===== src/rtl/mul_pkg.sv =====
// Shared constants and state encoding for the sequential 32x32 multiplier.
// Width is fixed; CNT_LAST marks the final RUN cycle of the full-length sequence.
package mul_pkg;
  localparam int MUL_W = 32;
  localparam int CNT_W = 5;
  localparam logic [CNT_W-1:0] CNT_LAST = CNT_W'(MUL_W - 1);

  typedef enum logic [1:0] {
    S_IDLE = 2'd0,
    S_RUN  = 2'd1,
    S_DONE = 2'd2
  } state_t;
endpackage


===== src/rtl/mul_step_add.sv =====
// One shift-and-add step: conditional 33-bit accumulate, operand shifts, overflow term.
// Purely combinational; the caller owns all state.
module mul_step_add
  import mul_pkg::*;
(
  input  logic [MUL_W-1:0] acc,
  input  logic [MUL_W-1:0] a_sh,
  input  logic [MUL_W-1:0] b_sh,
  input  logic             lost,
  output logic [MUL_W-1:0] acc_nxt,
  output logic [MUL_W-1:0] a_nxt,
  output logic [MUL_W-1:0] b_nxt,
  output logic             lost_nxt,
  output logic             over_term
);
  logic [MUL_W:0] sum;

  always_comb begin
    sum       = {1'b0, acc} + {1'b0, a_sh};
    acc_nxt   = acc;
    over_term = 1'b0;
    // A multiplicand bit already shifted out only matters once it would be added.
    if (b_sh[0]) begin
      acc_nxt   = sum[MUL_W-1:0];
      over_term = sum[MUL_W] | lost;
    end
    a_nxt    = a_sh << 1;
    b_nxt    = b_sh >> 1;
    lost_nxt = lost | a_sh[MUL_W-1];
  end
endmodule


===== src/rtl/mul_seq_ctrl.sv =====
// Sequential unsigned 32x32 multiplier (low 32 bits + overflow flag), IDLE/RUN/DONE FSM.
// Define MUL_SEQ_EARLY_TERM_EN to leave RUN as soon as the remaining multiplier is zero.
module mul_seq_ctrl
  import mul_pkg::*;
(
  input  logic             clk,
  input  logic             reset,
  input  logic             in_valid,
  output logic             in_ready,
  input  logic [MUL_W-1:0] a,
  input  logic [MUL_W-1:0] b,
  output logic             out_valid,
  input  logic             out_ready,
  output logic [MUL_W-1:0] product,
  output logic             over,
  output logic             busy
);
  state_t           state;
  state_t           state_nxt;
  logic [MUL_W-1:0] a_sh;
  logic [MUL_W-1:0] b_sh;
  logic [MUL_W-1:0] acc;
  logic             over_acc;
  logic             lost;
  logic [CNT_W-1:0] cnt;

  logic [MUL_W-1:0] acc_nxt;
  logic [MUL_W-1:0] a_nxt;
  logic [MUL_W-1:0] b_nxt;
  logic             lost_nxt;
  logic             over_term;
  logic             run_last;

  mul_step_add u_step (
    .acc       (acc),
    .a_sh      (a_sh),
    .b_sh      (b_sh),
    .lost      (lost),
    .acc_nxt   (acc_nxt),
    .a_nxt     (a_nxt),
    .b_nxt     (b_nxt),
    .lost_nxt  (lost_nxt),
    .over_term (over_term)
  );

`ifdef MUL_SEQ_EARLY_TERM_EN
  assign run_last = (b_nxt == '0);
`else
  assign run_last = (cnt == CNT_LAST);
`endif

  always_comb begin
    state_nxt = state;
    case (state)
      S_IDLE:  if (in_valid) state_nxt = S_RUN;
      S_RUN:   if (run_last) state_nxt = S_DONE;
      S_DONE:  if (out_ready) state_nxt = S_IDLE;
      default: state_nxt = S_IDLE;
    endcase
  end

  always_ff @(posedge clk or posedge reset) begin
    if (reset) begin
      state    <= S_IDLE;
      a_sh     <= '0;
      b_sh     <= '0;
      acc      <= '0;
      over_acc <= 1'b0;
      lost     <= 1'b0;
      cnt      <= '0;
    end else begin
      state <= state_nxt;
      case (state)
        S_IDLE: begin
          if (in_valid) begin
            a_sh     <= a;
            b_sh     <= b;
            acc      <= '0;
            over_acc <= 1'b0;
            lost     <= 1'b0;
            cnt      <= '0;
          end
        end
        S_RUN: begin
          acc      <= acc_nxt;
          over_acc <= over_acc | over_term;
          lost     <= lost_nxt;
          a_sh     <= a_nxt;
          b_sh     <= b_nxt;
          cnt      <= cnt + 1'b1;
        end
        default: ;
      endcase
    end
  end

  assign in_ready  = (state == S_IDLE);
  assign busy      = (state != S_IDLE);
  assign out_valid = (state == S_DONE);
  assign product   = acc;
  assign over      = over_acc;
endmodule


===== config.mk =====
export PLATFORM = sky130hd
export DESIGN_NAME = mul_seq_ctrl
export DESIGN_NICKNAME = d
export VERILOG_FILES = /design/src/rtl/mul_pkg.sv /design/src/rtl/mul_step_add.sv /design/src/rtl/mul_seq_ctrl.sv
export SDC_FILE = /design/constraint.sdc
export NUM_CORES = 1
export LEC_CHECK = 0
export CAP_MARGIN = 20
export CORE_MARGIN = 5
export CORE_UTILIZATION = 45
export CTS_BUF_LIST = sky130_fd_sc_hd__clkbuf_2
export DETAILED_ROUTE_END_ITERATION = 7
export PLACE_DENSITY = 0.64
export SLEW_MARGIN = 20
export SYNTH_ARGS = -nofsm -noshare
export SYNTH_HDL_FRONTEND = slang
export SYNTH_HIERARCHICAL = 1
export SYNTH_SLANG_ARGS = --single-unit

===== constraint.sdc =====
create_clock -name clk -period 3.9 [get_ports clk]
set_input_delay 0.78 -clock clk [delete_from_list [all_inputs] [get_ports clk]]
set_output_delay 0.78 -clock clk [all_outputs]
set_load 0.02 [all_outputs]

==> run metrics <==
io pins=104; Top FF cell, synth=dfrtp_1; Gate Count Post-Synth=780; CTS Buffer Depth=2; # port buffers=103; die area=0.01881 mm²; synthesized area per cell=9.328 µm²; Setup Buffers After CTS=0; number of cell rows=46; CTS clk-pin slew, worst paths=0.31 ns; Worst EP required=4.43 ns; post-layout util=0.5076; first-pass GRT wire length=29.31 mm; Final Net Count=890; gr ovfl total=0; TritonCTS clock tree=done; fin crit share=0.8444; r2r setup slk=0.61 ns; worst-skew pair later-pin latency=0.63 ns; layout cell share with drive strength beyond 1=0.1073; Max Cap Violations=0; overall routing resource usage=0.1921; WHS Path Cells=2; Leakage=3.356 nW; Initial Utilization=0.4580; endpoints failing setup=0; synth unique cells=60; Hold Path End=b_sh[19]$_DFFE_PP0P_; DRT iter0 DRCs=358; CP startpoint kind=flop; clock skew=0.03985 ns; root buf cell=clkbuf_2; IR drop worst, VDD=0.0004773 V; Synthesis Warnings=6; ant diodes=0; 1st-pass router iterations=5; Area growth, synth to finish=10.82%; RR Startpoint=a_sh[0]$_DFFE_PP0P_; ys async rst share=1.000; DRC Markers=0; wire length on met1=8.064 mm; Sink Count=105; Post-synth EDFFs=0; fmax=0.3037 GHz; met2 wire len=8.535 mm; final setup TNS=0 ns; status=finished clean; vias in the first global route=5883; initial antenna violation count=0; pin count of the biggest net entering global routing=58; crit path capture type=flop; Worst Reg2Reg Path Length in Cells=11; placed instance area=0.007914 mm²; Routed Antenna Nets=0; post-route setup slack=0.6067 ns; RSZ-0062 raised after global routing=false; Vias=5738; Seq cells post-synth=105; pre-CTS setup slack=0.7004 ns; Final Routed Wirelength=17.63 mm; crit path time final=3.293 ns; Die W=137.2 µm; Final Wtd Congestion=0.9428; final hold violation count=0; total power=0.007219 W; reg2reg end=product[24]$_DFFE_PP0P_; core area=0.01589 mm²; final instance area=0.008063 mm²; Least-Margin Pin Slew=0.7549 ns; WP data arrival=3.82 ns; hold_sp=b_sh[19]$_DFFE_PP0P_; Max Slew Vio Count=0; post-DP HPWL=12.35 mm; Netlist Area Pre-Place=0.007276 mm²; Die Height=137.2 µm; htree depth=3; crit-path max FO=4; top layer in use=met4; PostCTS Resize Cnt=0; vias per cell=5.692; # hold bufs at CTS=0; CTS Buf Count=9; critical path class=flop to flop; Slew headroom=0.4967; Hold Path Class=flop to flop; pwr dens=895.4 mW/mm²; Met3 Wirelength=873 µm; part of the Yosys area used for sequential elements=0.3611; Wirelength per Cell=17.49 µm
==> cells in the mapped netlist (23+ instances only) <==
library cell  instances  area (µm²)
o21ai_1              26       130.1
buf_4                72       540.5
nor2b_1              35       219.0
mux2_2               25       281.5
a22o_1               36       315.3
a22oi_1              44       330.3
o21ai_0              60       300.3
nand2_1              59       221.5
ha_1                 34       425.4
dfrtp_1             105        2628
clkbuf_1             23       86.33
a21oi_1              68       340.3
==> flip-flops by register name (all words and copies together) (netlist names) <==
register / cells
lost: 1
product: 32
over: 1
cnt: 5
a_sh: 32
state: 2
b_sh: 32
==> worst max-delay path by stage <==
stage	startpoint	to	slack (ns)
floorplan	reset	a_sh[0]$_DFFE_PP0P_	0.36
global placement	a_sh[0]$_DFFE_PP0P_	product[24]$_DFFE_PP0P_	0.72
detailed placement	a_sh[0]$_DFFE_PP0P_	product[24]$_DFFE_PP0P_	0.70
CTS	a_sh[0]$_DFFE_PP0P_	product[24]$_DFFE_PP0P_	0.64
global route	product[0]$_DFFE_PP0P_	product[24]$_DFFE_PP0P_	0.41
finish	a_sh[0]$_DFFE_PP0P_	product[24]$_DFFE_PP0P_	0.61
==> area by class of cell <==
| type | instances | area, µm² |
|---|---|---|
| clock buffers | 9 | 45.04 |
| clock inverters | 7 | 76.32 |
| fillers | 1495 | 7823 |
| inverters | 14 | 55.05 |
| multi-input cells | 542 | 3832 |
| flip-flops and latches | 105 | 2630 |
| well taps | 216 | 270.3 |
| repair buffers | 115 | 1154 |
==> per-stage QoR <==
| stage | std cells | hold slack, ns |
|---|---|---|
| after floorplan | 781 | 0.4480 |
| after global placement | 991 | 0.4625 |
| after detailed placement | 991 | 0.4708 |
| after CTS | 1007 | 0.5288 |
| after global routing | 1008 | 0.5507 |
| final | 1008 | 0.5274 |
==> critical path, stage by stage, from the launching register on <==
cell and delay (ns):
dfrtp_1 0.48, ha_1 0.24, fa_1 0.41, a21oi_1 0.22
o22ai_1 0.13, o31ai_2 0.42, o31a_1 0.26, nor2_1 0.08
a221o_1 0.35, xor2_1 0.16, mux2_2 0.27, a22o_1 0.20
==> metal layers <==
metal	vias up	track usage
met4	0	0.03880
met3	12	0.04632
li1	2791	-
met2	137	0.3213
met5	-	0
met1	2798	0.2544
==> layout by cell type, fill, tap and decap left out, types with 3 or more instances in the layout <==
| cell type | synthesis | final |
|---|---|---|
| xor2_1 | 13 | 13 |
| o21ai_1 | 26 | 26 |
| clkdlybuf4s50_1 | 0 | 103 |
| o21bai_1 | 5 | 4 |
| inv_1 | 14 | 13 |
| nor2_1 | 16 | 16 |
| a22oi_1 | 44 | 44 |
| a21o_1 | 11 | 11 |
| a22oi_2 | 20 | 20 |
| ha_1 | 34 | 34 |
| nor2b_1 | 35 | 34 |
| buf_4 | 72 | 10 |
| nand2_1 | 59 | 59 |
| a22o_1 | 36 | 36 |
| and3_1 | 3 | 3 |
| dfrtp_1 | 105 | 103 |
| a31oi_1 | 4 | 4 |
| a21oi_1 | 68 | 68 |
| xnor2_1 | 15 | 15 |
| nand3_1 | 7 | 7 |
| nand2b_1 | 3 | 3 |
| o21a_1 | 5 | 5 |
| mux2_2 | 25 | 25 |
| clkbuf_2 | 0 | 9 |
| nand4_1 | 9 | 9 |
| o21ai_0 | 60 | 60 |
==> power breakdown <==
| group | switching, W | internal, W | total (W) |
|---|---|---|---|
| sequential | 0.000559 | 0.00161 | 0.00217 |
| clock | 0.000394 | 0.000156 | 0.000550 |
| combinational | 0.00232 | 0.00219 | 0.00450 |
| total | 0.00327 | 0.00395 | 0.00722 |
==> cells by family (layout without fill, tap and decap cells) <==
group,after synthesis,in the layout,synth area share
AO/OA/AOI/OAI,303,303,0.2855
XOR/XNOR,28,28,0.03371
adder cells (fa/ha/maj),35,35,0.06122
buffers and inverters,134,145,0.1145
flip-flops,105,105,0.3611
multiplexers,26,26,0.04076
other,1,2,0.0005154
AND/OR/NAND/NOR,148,148,0.1027
No activity file was read; power rests on OpenSTA's default activity.
